$ cat src/rtl/ddr_pkg.sv
// Shared definitions for the DDR serializer/deserializer paths: aligner state
// encoding, counter widths and the default link-training word.
package ddr_pkg;

  typedef enum logic [2:0] {
    IDLE,
    SETTLE,
    CHECK,
    SLIP,
    LOCKED,
    FAIL
  } state_t;

  localparam int unsigned DATA_W       = 8;
  localparam int unsigned SLIP_CNT_W   = 3;
  localparam int unsigned MATCH_CNT_W  = 8;
  localparam int unsigned SETTLE_CNT_W = 4;

  // Non-periodic, so every bit rotation of it is a distinct word.
  localparam logic [DATA_W-1:0] TRAIN_PATTERN_DEFAULT = 8'h4B;

endpackage

$ cat src/rtl/ddr_ides8_align.sv
// Word aligner for the 1:8 DDR deserializer: bit-slips the deserializer until
// the training word is seen LOCK_COUNT times in a row, then forwards words.
module ddr_ides8_align
  import ddr_pkg::*;
#(
  parameter logic [DATA_W-1:0] TRAIN_PATTERN = TRAIN_PATTERN_DEFAULT,
  parameter int unsigned       SETTLE_CYCLES = 4,
  parameter int unsigned       LOCK_COUNT    = 16,
  parameter int unsigned       MAX_SLIPS     = 7
) (
  input  logic              pclk,
  input  logic              reset_n,
  input  logic [DATA_W-1:0] din,
  input  logic              train_en,
  input  logic              retrain,
  output logic              calib,
  output logic [DATA_W-1:0] dout,
  output logic              dout_valid,
  output logic              locked,
  output logic              align_err
);

  localparam logic [SETTLE_CNT_W-1:0] SETTLE_LOAD = SETTLE_CNT_W'(SETTLE_CYCLES - 1);
  localparam logic [MATCH_CNT_W-1:0]  MATCH_LAST  = MATCH_CNT_W'(LOCK_COUNT - 1);
  localparam logic [SLIP_CNT_W-1:0]   SLIP_LIMIT  = SLIP_CNT_W'(MAX_SLIPS);

  state_t                  state;
  logic [SLIP_CNT_W-1:0]   slip_cnt;
  logic [MATCH_CNT_W-1:0]  match_cnt;
  logic [SETTLE_CNT_W-1:0] settle_cnt;

  // Alignment FSM; flag outputs are set on the transition into their state.
  always_ff @(posedge pclk or negedge reset_n) begin
    if (!reset_n) begin
      state      <= IDLE;
      slip_cnt   <= '0;
      match_cnt  <= '0;
      settle_cnt <= '0;
      calib      <= 1'b0;
      dout       <= '0;
      dout_valid <= 1'b0;
      locked     <= 1'b0;
      align_err  <= 1'b0;
    end else begin
      dout       <= din;
      dout_valid <= locked & ~train_en;
      calib      <= 1'b0;

      if (retrain) begin
        state      <= IDLE;
        slip_cnt   <= '0;
        match_cnt  <= '0;
        settle_cnt <= '0;
        locked     <= 1'b0;
        align_err  <= 1'b0;
      end else begin
        case (state)
          IDLE: begin
            if (train_en) begin
              state      <= SETTLE;
              settle_cnt <= SETTLE_LOAD;
              slip_cnt   <= '0;
            end
          end

          SETTLE: begin
            if (!train_en) begin
              state <= IDLE;
            end else if (settle_cnt == '0) begin
              state     <= CHECK;
              match_cnt <= '0;
            end else begin
              settle_cnt <= settle_cnt - SETTLE_CNT_W'(1);
            end
          end

          CHECK: begin
            if (!train_en) begin
              state <= IDLE;
            end else if (din == TRAIN_PATTERN) begin
              if (match_cnt == MATCH_LAST) begin
                state  <= LOCKED;
                locked <= 1'b1;
              end else begin
                match_cnt <= match_cnt + MATCH_CNT_W'(1);
              end
            end else if (slip_cnt < SLIP_LIMIT) begin
              state    <= SLIP;
              calib    <= 1'b1;
              slip_cnt <= slip_cnt + SLIP_CNT_W'(1);
            end else begin
              state     <= FAIL;
              align_err <= 1'b1;
            end
          end

          // The calib pulse for this cycle was already issued on entry.
          SLIP: begin
            if (!train_en) begin
              state <= IDLE;
            end else begin
              state      <= SETTLE;
              settle_cnt <= SETTLE_LOAD;
            end
          end

          LOCKED: begin
            state <= LOCKED;
          end

          FAIL: begin
            if (!train_en) begin
              state     <= IDLE;
              align_err <= 1'b0;
            end
          end

          default: begin
            state     <= IDLE;
            locked    <= 1'b0;
            align_err <= 1'b0;
          end
        endcase
      end
    end
  end

endmodule

$ cat config.mk
export PLATFORM = sky130hd
export DESIGN_NAME = ddr_ides8_align
export DESIGN_NICKNAME = d
export VERILOG_FILES = /design/src/rtl/ddr_pkg.sv /design/src/rtl/ddr_ides8_align.sv
export SDC_FILE = /design/constraint.sdc
export NUM_CORES = 1
export LEC_CHECK = 0
export ABC_AREA = 0
export CAP_MARGIN = 10
export CORE_AREA = 2 2 53 74
export CTS_CLUSTER_SIZE = 12
export DETAILED_ROUTE_END_ITERATION = 10
export DIE_AREA = 0 0 55 76
export GPL_TIMING_DRIVEN = 0
export HOLD_SLACK_MARGIN = 0.08
export PLACE_DENSITY_LB_ADDON = 0.08
export REMOVE_ABC_BUFFERS = 1
export SLEW_MARGIN = 0
export SYNTH_ARGS = -nofsm -noshare
export SYNTH_HDL_FRONTEND = slang
export SYNTH_SLANG_ARGS = --single-unit
$ cat constraint.sdc
create_clock -name pclk -period 2 [get_ports pclk]
set_input_delay 0.2 -clock pclk [delete_from_list [all_inputs] [get_ports pclk]]
set_output_delay 0.2 -clock pclk [all_outputs]
set_load 0.005 [all_outputs]
==> results of run 1 <==
## critical path, delay by kind of cell
family                 cells  cell delay [ps]
and+or+nand+nor            3             1560
AOI/OAI and AO/OA          1               90
buffers and inverters      1              260
## kinds of logic (layout without fill, tap and decap cells)
logic type / count (synthesis) / after routing
fa+ha+maj: 4 / 4
buf+inv: 16 / 39
flops: 30 / 30
mux: 4 / 4
compound gates: 50 / 50
xor+xnor: 1 / 1
simple gates: 56 / 56
## sequential cells by signal (all words and copies together), names as in the netlist
| register | cells |
|---|---|
| align_err | 1 |
| slip_cnt | 3 |
| match_cnt | 8 |
| settle_cnt | 4 |
| dout_valid | 1 |
| dout | 8 |
| calib | 1 |
| state | 3 |
| locked | 1 |
## timing repair
item                       4_1_cts  5_1_grt
resized for setup               11        5
setup endpoints to repair       14       11
setup buffers                    1        0
hold buffers                     0        0
pin swaps                        1        0
## worst max path at each step
stage	slack, ps	from	endpoint
global placement	-470	din[5]	match_cnt[7]$_DFFE_PN0P_
detailed placement	-550	din[5]	match_cnt[7]$_DFFE_PN0P_
CTS	30	settle_cnt[0]$_DFFE_PN0P_	match_cnt[3]$_DFFE_PN0P_
floorplan	80	state[1]$_DFFE_PN0P_	match_cnt[7]$_DFFE_PN0P_
global route	6	settle_cnt[0]$_DFFE_PN0P_	match_cnt[1]$_DFFE_PN0P_
finish	90	din[7]	match_cnt[6]$_DFFE_PN0P_
## report_power, final
group          leakage, nW  switching (mW)  internal, mW
registers            0.390          0.0902         0.654
clock network       0.0431           0.211         0.265
logic                0.429           0.203         0.210
total                0.862           0.503          1.13
## metrics by stage
stage          setup WS, ps  std cells  hold slack [ps]  util, %
2_1_floorplan         77.64        153           -95.59        -
3_3_place_gp         -473.5        218            457.0    52.52
3_5_place_dp         -554.6        219            479.2    53.29
4_1_cts               29.26        226            183.6    56.19
5_1_grt               6.495        226            203.5    56.64
6_report              87.40        226            195.5    56.64
## layer usage
metal  global-route usage, %  up-vias
met5                       0        -
met1                   26.65      715
met4                   9.756        0
met3                   5.294        7
met2                   33.10       26
li1                        -      675
## placed cells by master (no fill, tap or decap), types with 5 or more instances in the layout
| cell | Yosys | layout |
|---|---|---|
| dfrtp_1 | 30 | 27 |
| and3_1 | 5 | 5 |
| clkdlybuf4s50_1 | 0 | 17 |
| dlygate4sd2_1 | 0 | 5 |
| nor3_1 | 5 | 5 |
| nand2_1 | 5 | 5 |
| a31oi_1 | 5 | 5 |
| inv_1 | 8 | 8 |
| o21ai_0 | 6 | 5 |
| nand4_1 | 5 | 5 |
| clkbuf_8 | 0 | 6 |
| nor2_1 | 5 | 5 |
| a21oi_1 | 8 | 8 |
## area by class of cell
| cell class | count | area share [%] |
|---|---|---|
| Timing Repair Buffer | 25 | 12.90 |
| Clock buffer | 6 | 4.074 |
| Inverter | 8 | 1.481 |
| Sequential cell | 30 | 37.22 |
| Tap cell | 42 | 2.593 |
| Multi-Input combinational cell | 115 | 41.73 |
==> impl_metrics.toml, run 1 <==
[yosys]
yosys.area.top_type = "dfrtp_1"
avgSynthCellArea_um2 = 10.11
syn_inst = 161
synth_xor_area_share_pct = 0.5380
yosysWarnings = 0
ys_seq_area_share_pct = 46.12
synth_top_area_share_pct = 46.12
postSynthRegisterBits = 30
netlist_top_cells_count = "dfrtp_1, a21oi_1, inv_1"
synth_fa_ha_area_share_pct = 3.075
synth.most_common_cell = "dfrtp_1"
synth.distinct_cells = 49
synth-main-ff-cell = "dfrtp_1"
synth_area_leaders = "dfrtp_1, ha_1, a21oi_1, a22o_1, a31oi_1"
synth_top_family_by_area = "simple AND/OR/NAND/NOR gates"
synthArstFlopShare_pct = 100.0
synth_edf_count = 0
synth_mux_area_share_pct = 2.613
netlist_area_um2 = 1628
synth_compound_area_share_pct = 21.37
synthSimpleGateAreaFrac_pct = 22.52

[critical_path]
rr_startpoint = "state[0]$_DFFE_PN0P_"
worst_setup_path_end_kind = "flop"
max_stage_delay_ps = 550
crit_chain = "dlygate4sd2_1 > or4b_4 > or4_4 > or4b_1 > o21ai_1"
crit_slowest_cell = "or4b_4"
cp.arrival_ps = 2120
worstRegToRegCells = 4
r2r_slack_ps = 150
crit_required_ps = 2210
path_max_fanout = 3
critPathKind = "in -> reg"
timing.rr.end = "state[2]$_DFFE_PN0P_"
startpoint_type = "input port"

[clock_tree]
clk_latency_ps = 280
ctsHtreeMaxLevel = 2
path_clk_slew_ps = 60
cts.sinks = 30
cts-root-buf = "clkbuf_8"
cts_tree = "built"
cts_buffer_depth = 2
cts_buffers = 5

[sta]
skew_ps = 3.151
setup_viol = 0
max_freq_mhz = 522.8
max-slew-margin-rel_pct = 55.76
worst_pin_slew_ps = 661.6
finalCriticalPeriod_ps = 1913
final-hold-violation-count = 0
fin_crit_sh_pct = 95.63
rsz0062_at_grt = "no"
drv_slew = 0
setup_tns_ps = 0

[drt]
routedWlPerCell_um = 17.01
drt-pass1-iter-count = 4
routed.top_layer = "met4"
routed_wl_mm = 3.845
ant_nets = 0
num_vias = 1423
dr_wl_met3_um = 129
wl_met2_mm = 2.004
wl_met1_mm = 1.636
viasPerCell = 6.296
drtIter0Drc = 36
drc = 0

[global_route]
grt_pass1_wl_mm = 6.479
grt_max_degree = 20
track_usage_pct = 21.20
grt_pass1_vias = 1384
antenna_found_initial = 0
grt_overflow_total = 0

[job]
drv_cap = 0

[place]
placed_area_um2 = 1907
routabilityCongestion = 0.8397
io_buffers = 23
hpwlAfterDp_mm = 2.825

[power]
power.density_nw_per_um2 = 805.3
irDropWorstVdd_v = 0.0006106
leakage_nw = 0.8622
power_mw = 1.632

[hold_path]
min_to = "dout[6]$_DFF_PN0_"
hp-class = "in -> reg"
hp-start = "din[6]"
whs_path_depth = 1

[floorplanning]
die-area_um2 = 4180
fp.dieW_um = 55
rows = 26
ioPinCount = 24
start_util_pct = 45.49
die_y_um = 76
coreArea_um2 = 3578

[final_layout]
antennaDiodeCount = 0
area_growth_pct = 24.52
fin_area_um2 = 2027
fillers = 313
final-seq-area_um2 = 754.5
layout.nets = 201
drive_above_1_share_pct = 11.96
multi_input_comb_area_um2 = 845.8

[status]
outcome = "complete, no violations"
Note: power is estimated with default switching activity, not from simulation.
==> run 2: changes to the inputs <==
--- a/config.mk
+++ b/config.mk
@@ -7,13 +7,14 @@
 export LEC_CHECK = 0
 export ABC_AREA = 0
 export CAP_MARGIN = 10
-export CORE_AREA = 2 2 53 74
+export CORE_AREA = 10 10 61 82
 export CTS_CLUSTER_SIZE = 12
 export DETAILED_ROUTE_END_ITERATION = 10
-export DIE_AREA = 0 0 55 76
+export DIE_AREA = 0 0 71 92
 export GPL_TIMING_DRIVEN = 0
 export HOLD_SLACK_MARGIN = 0.08
 export PLACE_DENSITY_LB_ADDON = 0.08
+export RECOVER_POWER = 25
 export REMOVE_ABC_BUFFERS = 1
 export SLEW_MARGIN = 0
 export SYNTH_ARGS = -nofsm -noshare
==> run 2 against run 1 <==
Effect of this change:
- final cell count unchanged
- clock power down 2%
- via count down 0.84%
- combinational power about the same
- worst setup slack worse by 15 ps
- design area down 0.25%
- count of clock-buffer cells in the layout unchanged
- register-to-register slack worse by 50 ps
- first-iteration DRC count up 110%
- clock skew up 2.1 ps
- sequential share of layout area about the same
- hold slack about the same
- critical endpoint unchanged
- largest cell class unchanged
- largest power group unchanged
- highest routed layer unchanged
==> impl_metrics.toml, run 2 (synthesis gave the netlist of run 1 again) <==
[global_route]
grt_pass1_vias = 1395
grt_max_degree = 19
grt_overflow_total = 0
grt_pass1_wl_mm = 6.941
track_usage_pct = 13.08
antenna_found_initial = 0
gr-usage-met1_pct = 14.89
busiest_layer = "met2"
use_met2_pct = 22.32
use_met3_pct = 3.560

[drt]
drtIter0Drc = 74
ant_nets = 0
routed_wl_mm = 3.982
drc = 0
viasPerCell = 6.243
num_vias = 1411
drt-pass1-iter-count = 4
routedWlPerCell_um = 17.62

[power]
intPower_mw = 1.127
p_seq_share_pct = 45.8
power.density_nw_per_um2 = 803.6
clock_power_share_pct = 28.7
power_switching_share_pct = 30.62
irDropWorstVdd_v = 0.0005111
leakage_nw = 0.8602
combPwrFrac_pct = 25.5
p_sw_mw = 0.4975

[sta]
drv_slew = 0
setup_ws_ps = 72.22
rsz0062_at_grt = "no"
max_freq_mhz = 518.7
finalCriticalPeriod_ps = 1928
fin_crit_sh_pct = 96.39
skew_ps = 5.272
setup_viol = 0
max-slew-margin-rel_pct = 43.80
worst_pin_slew_ps = 840.2
worst_hold_slack_ps = 195.0
final-hold-violation-count = 0

[critical_path]
cp.arrival_ps = 2120
critPathKind = "in -> reg"
r2r_slack_ps = 100
rr_startpoint = "state[2]$_DFFE_PN0P_"
startpoint_type = "input port"
path_max_fanout = 3
worstRegToRegCells = 4
crit_required_ps = 2200
worst_setup_path_end_kind = "flop"
timing.rr.end = "state[0]$_DFFE_PN0P_"
startpoint = "din[7]"
critical_path.endpoint = "match_cnt[6]$_DFFE_PN0P_"

[place]
routabilityCongestion = 0.8465
io_buffers = 23
place_inst = 219
hpwlAfterDp_mm = 2.973
dp_slack_ps = -584.1

[clock_tree]
path_clk_slew_ps = 60
ctsHtreeMaxLevel = 2
cts-root-buf = "clkbuf_8"
cts.sinks = 30
clk_latency_ps = 280
ctsHoldBuffers = 0
cts_buffer_depth = 2
cts_tree = "built"
cts_buffers = 5

[final_layout]
area_growth_pct = 24.21
fin_cells = 226
utilization_pct = 56.50
mostFrequentLayoutCell = "dfrtp_1"
reg_top3 = "dout: 8 flops, match_cnt: 8 flops, settle_cnt: 4 flops"
antennaDiodeCount = 0
drive_above_1_share_pct = 12.50
layout.nets = 201
layout_common_cells = "dfrtp_1, clkdlybuf4s50_1, inv_1"

[hold_path]
hp-start = "din[6]"
hp-class = "in -> reg"
whs_path_depth = 1

[floorplanning]
rows = 26
die_y_um = 92
fp.dieW_um = 71
die-area_um2 = 6532
coreArea_um2 = 3578
start_util_pct = 45.49
ioPinCount = 24

[job]
drv_cap = 0

[status]
outcome = "complete, no violations"
[run 2: cell types whose count changed in the layout (fill, tap and decap cells not counted), sizes merged]
cell	delta
clkdlybuf4s50	-3
dlygate4sd3	+3
[run 2: critical path, stage by stage]
cell	delay, ps
dlygate4sd2_1	260
or4b_4	550
or4_4	550
or4b_1	470
o21ai_1	90
[run 2: worst min-delay path by stage]
stage | to | slack [ps]
floorplan | align_err$_DFFE_PN0P_ | -100
global placement | slip_cnt[2]$_DFFE_PN0P_ | 460
detailed placement | slip_cnt[2]$_DFFE_PN0P_ | 480
CTS | dout[6]$_DFF_PN0_ | 190
global route | dout[6]$_DFF_PN0_ | 200
finish | dout[6]$_DFF_PN0_ | 200
[run 2: layer usage]
metal	routed length, um	up-vias	part of all wire (%)
met4	45	0	1.1
met3	172	5	4.3
met2	2107	35	53
li1	-	675	-
met1	1656	696	42
met5	0	-	0
[run 2: final cells by class]
type                       instances  area (um2)
inverter                           8       30.03
multi-input combinational        115       854.6
clock buffer                       6       82.58
sequential                        30       753.2
fill                             322        1556
timing repair buffer              25       249.0
tap                               42       52.55
[run 2: per-stage QoR]
step / power, mW / setup TNS [ps] / instance area [um2]
2_1_floorplan: 1.011 / 0 / 1597
3_3_place_gp: 1.136 / -5521 / 1879
3_5_place_dp: 1.157 / -6780 / 1894
4_1_cts: 1.640 / 0 / 2002
5_1_grt: 1.743 / 0 / 2022
6_report: 1.625 / 0 / 2022
[run 2: timing repair]
item / 4_1_cts / 5_1_grt
pin swaps: 1 / 0
resized for setup: 11 / 6
endpoints found under the setup margin: 15 / 9
setup buffers: 1 / 0
[run 2: power by group through the flow]
stage | combinational (mW) | sequential, mW | clock, mW
3_3_place_gp | 0.392 | 0.744 | 0
3_5_place_dp | 0.408 | 0.749 | 0
5_1_grt | 0.470 | 0.757 | 0.516
4_1_cts | 0.413 | 0.741 | 0.486
6_report | 0.414 | 0.744 | 0.467
2_1_floorplan | 0.285 | 0.726 | 0
==> run 3: changes to the inputs <==
--- a/config.mk
+++ b/config.mk
@@ -13,7 +13,7 @@
 export DIE_AREA = 0 0 71 92
 export GPL_TIMING_DRIVEN = 0
 export HOLD_SLACK_MARGIN = 0.08
-export PLACE_DENSITY_LB_ADDON = 0.08
+export PLACE_DENSITY = 0.83
 export RECOVER_POWER = 25
 export REMOVE_ABC_BUFFERS = 1
 export SLEW_MARGIN = 0
==> run 3 against run 2 <==
Effect of this change:
- power increased by 2.3%
- global-route usage up 0.85 points
- first-iteration DRC count increased by 120%
- sequential share of layout area increased by 0.085 points
- die area unchanged
- design area about the same
- combinational power rose by 1%
- critical path depth stayed put
- via count is 1.3% higher
- register-to-register slack improved by 60 ps
- sequential power is essentially flat
- worst setup slack barely moved
==> impl_metrics.toml, run 3 (synthesis gave the netlist of run 1 again) <==
[status]
outcome = "complete, no violations"

[hold_path]
hp-class = "in -> reg"
whs_path_depth = 1
min_to = "dout[6]$_DFF_PN0_"
hp-start = "din[6]"

[place]
hpwlAfterDp_mm = 3.128
dp_slack_ps = -446.6
io_buffers = 23
routabilityCongestion = 0.8309

[global_route]
grt_pass1_vias = 1467
grt_pass1_wl_mm = 7.369
antenna_found_initial = 0
grt_overflow_total = 0
grt_max_degree = 20
track_usage_pct = 13.93

[sta]
setup_ws_ps = 71.82
skew_ps = 6.764
worst_pin_slew_ps = 909.3
setup_tns_ps = 0
rsz0062_at_grt = "no"
finalCriticalPeriod_ps = 1928
final-hold-violation-count = 0
setup_viol = 0
max-slew-margin-rel_pct = 39.18
max_freq_mhz = 518.6
fin_crit_sh_pct = 96.41
drv_slew = 0

[power]
p_seq_share_pct = 44.9
clock_power_share_pct = 29.9
leakage_nw = 0.8618
p_sw_mw = 0.5235
power.density_nw_per_um2 = 822.6
power_switching_share_pct = 31.50
intPower_mw = 1.139
combPwrFrac_pct = 25.2
irDropWorstVdd_v = 0.0005529

[final_layout]
drive_above_1_share_pct = 12.37
reg_top3 = "dout: 8 flops, match_cnt: 8 flops, settle_cnt: 4 flops"
multi_input_comb_area_um2 = 843.3
antennaDiodeCount = 0
mostFrequentLayoutCell = "dfrtp_1"
final-seq-area_um2 = 754.5
layout.nets = 201
layout_common_cells = "dfrtp_1, clkdlybuf4s50_1, inv_1"
fillers = 318
area_growth_pct = 24.14

[job]
drv_cap = 0

[critical_path]
critPathKind = "in -> reg"
timing.rr.end = "state[0]$_DFFE_PN0P_"
cp.arrival_ps = 2130
worstRegToRegCells = 4
crit_required_ps = 2200
path_max_fanout = 4
max_stage_delay_ps = 570
crit_slowest_cell = "dlygate4sd3_1"
crit_chain = "dlygate4sd3_1 > nand4b_1 > or4_4 > or4b_1 > o21ai_0"
startpoint_type = "input port"
r2r_slack_ps = 160
rr_startpoint = "match_cnt[6]$_DFFE_PN0P_"
worst_setup_path_end_kind = "flop"

[clock_tree]
path_clk_slew_ps = 60
cts-root-buf = "clkbuf_8"
ctsHoldBuffers = 0
cts.sinks = 30
ctsHtreeMaxLevel = 2
cts_buffer_depth = 2
cts_tree = "built"
clk_latency_ps = 280
cts_buffers = 5

[floorplanning]
rows = 26
ioPinCount = 24
fp.dieW_um = 71
die-area_um2 = 6532
coreArea_um2 = 3578
die_y_um = 92
start_util_pct = 45.49

[drt]
viasPerCell = 6.268
ant_nets = 0
drtIter0Drc = 161
drt-pass1-iter-count = 5
routedWlPerCell_um = 18.40
num_vias = 1429
routed_wl_mm = 4.196
drc = 0
-- run 3: cell types whose count changed in the layout (fill, tap and decap cells not counted) --
cell and change:
a211oi_1 +1, a211oi_2 -1, clkbuf_1 +1, clkdlybuf4s50_1 -1
clkinv_2 +1, dfrtp_1 -1, dfrtp_2 +1, dlygate4sd3_1 +1
nor4_1 +1, nor4_2 -1, o21ai_0 +1, o21ai_1 -1
-- run 3: worst max-delay path by stage --
stage | from | endpoint | slack, ps | cells past startpoint
2_1_floorplan | state[1]$_DFFE_PN0P_ | match_cnt[7]$_DFFE_PN0P_ | 80 | 3
3_3_place_gp | din[5] | match_cnt[7]$_DFFE_PN0P_ | -460 | 5
3_5_place_dp | din[4] | match_cnt[7]$_DFFE_PN0P_ | -450 | 5
4_1_cts | settle_cnt[0]$_DFFE_PN0P_ | match_cnt[5]$_DFFE_PN0P_ | 4 | 6
5_1_grt | din[1] | match_cnt[6]$_DFFE_PN0P_ | 30 | 5
6_report | din[0] | match_cnt[6]$_DFFE_PN0P_ | 70 | 5
-- run 3: critical path, delay by kind of cell --
kind,cells,cell delay [ps]
AND/OR/NAND/NOR,3,1260
buffers and inverters,1,570
AO/OA/AOI/OAI,1,80
-- run 3: power groups by stage --
stage	logic (mW)	clock network [mW]	registers (mW)
floorplan	0.285	0	0.726
global placement	0.391	0	0.746
detailed placement	0.413	0	0.749
CTS	0.416	0.515	0.740
global route	0.470	0.549	0.756
finish	0.419	0.497	0.746
-- run 3: cell type report --
type,instances,share of cell area (%)
Tap cell,42,2.601
Multi-Input combinational cell,115,41.73
Sequential cell,30,37.34
Clock inverter,1,0.2477
Timing Repair Buffer,25,12.32
Inverter,8,1.486
Clock buffer,7,4.272
-- run 3: per-layer routing --
layer | vias to the layer above | global-route usage, % | wire length, um
met5 | - | 0 | 0
met4 | 0 | 6.958 | 140
met3 | 13 | 4.099 | 204
met2 | 39 | 24.85 | 2370
met1 | 704 | 14.24 | 1482
li1 | 673 | - | -
-- run 3: timing repair --
item	CTS	global route
setup endpoints to repair	12	11
setup buffers	1	0
resized for setup	10	5
pin swaps	1	0
-- run 3: stage by stage --
stage                     cells  hold WS [ps]  power, mW  cell area (um2)  utilization [%]
after floorplan             153        -95.59      1.011             1597                -
after global placement      218         467.7      1.137             1879            52.52
after detailed placement    219         468.2      1.162             1894            52.94
after CTS                   228         189.9      1.671             2007            56.08
after global routing        228         192.7      1.776             2021            56.47
final                       228         199.9      1.662             2021            56.47
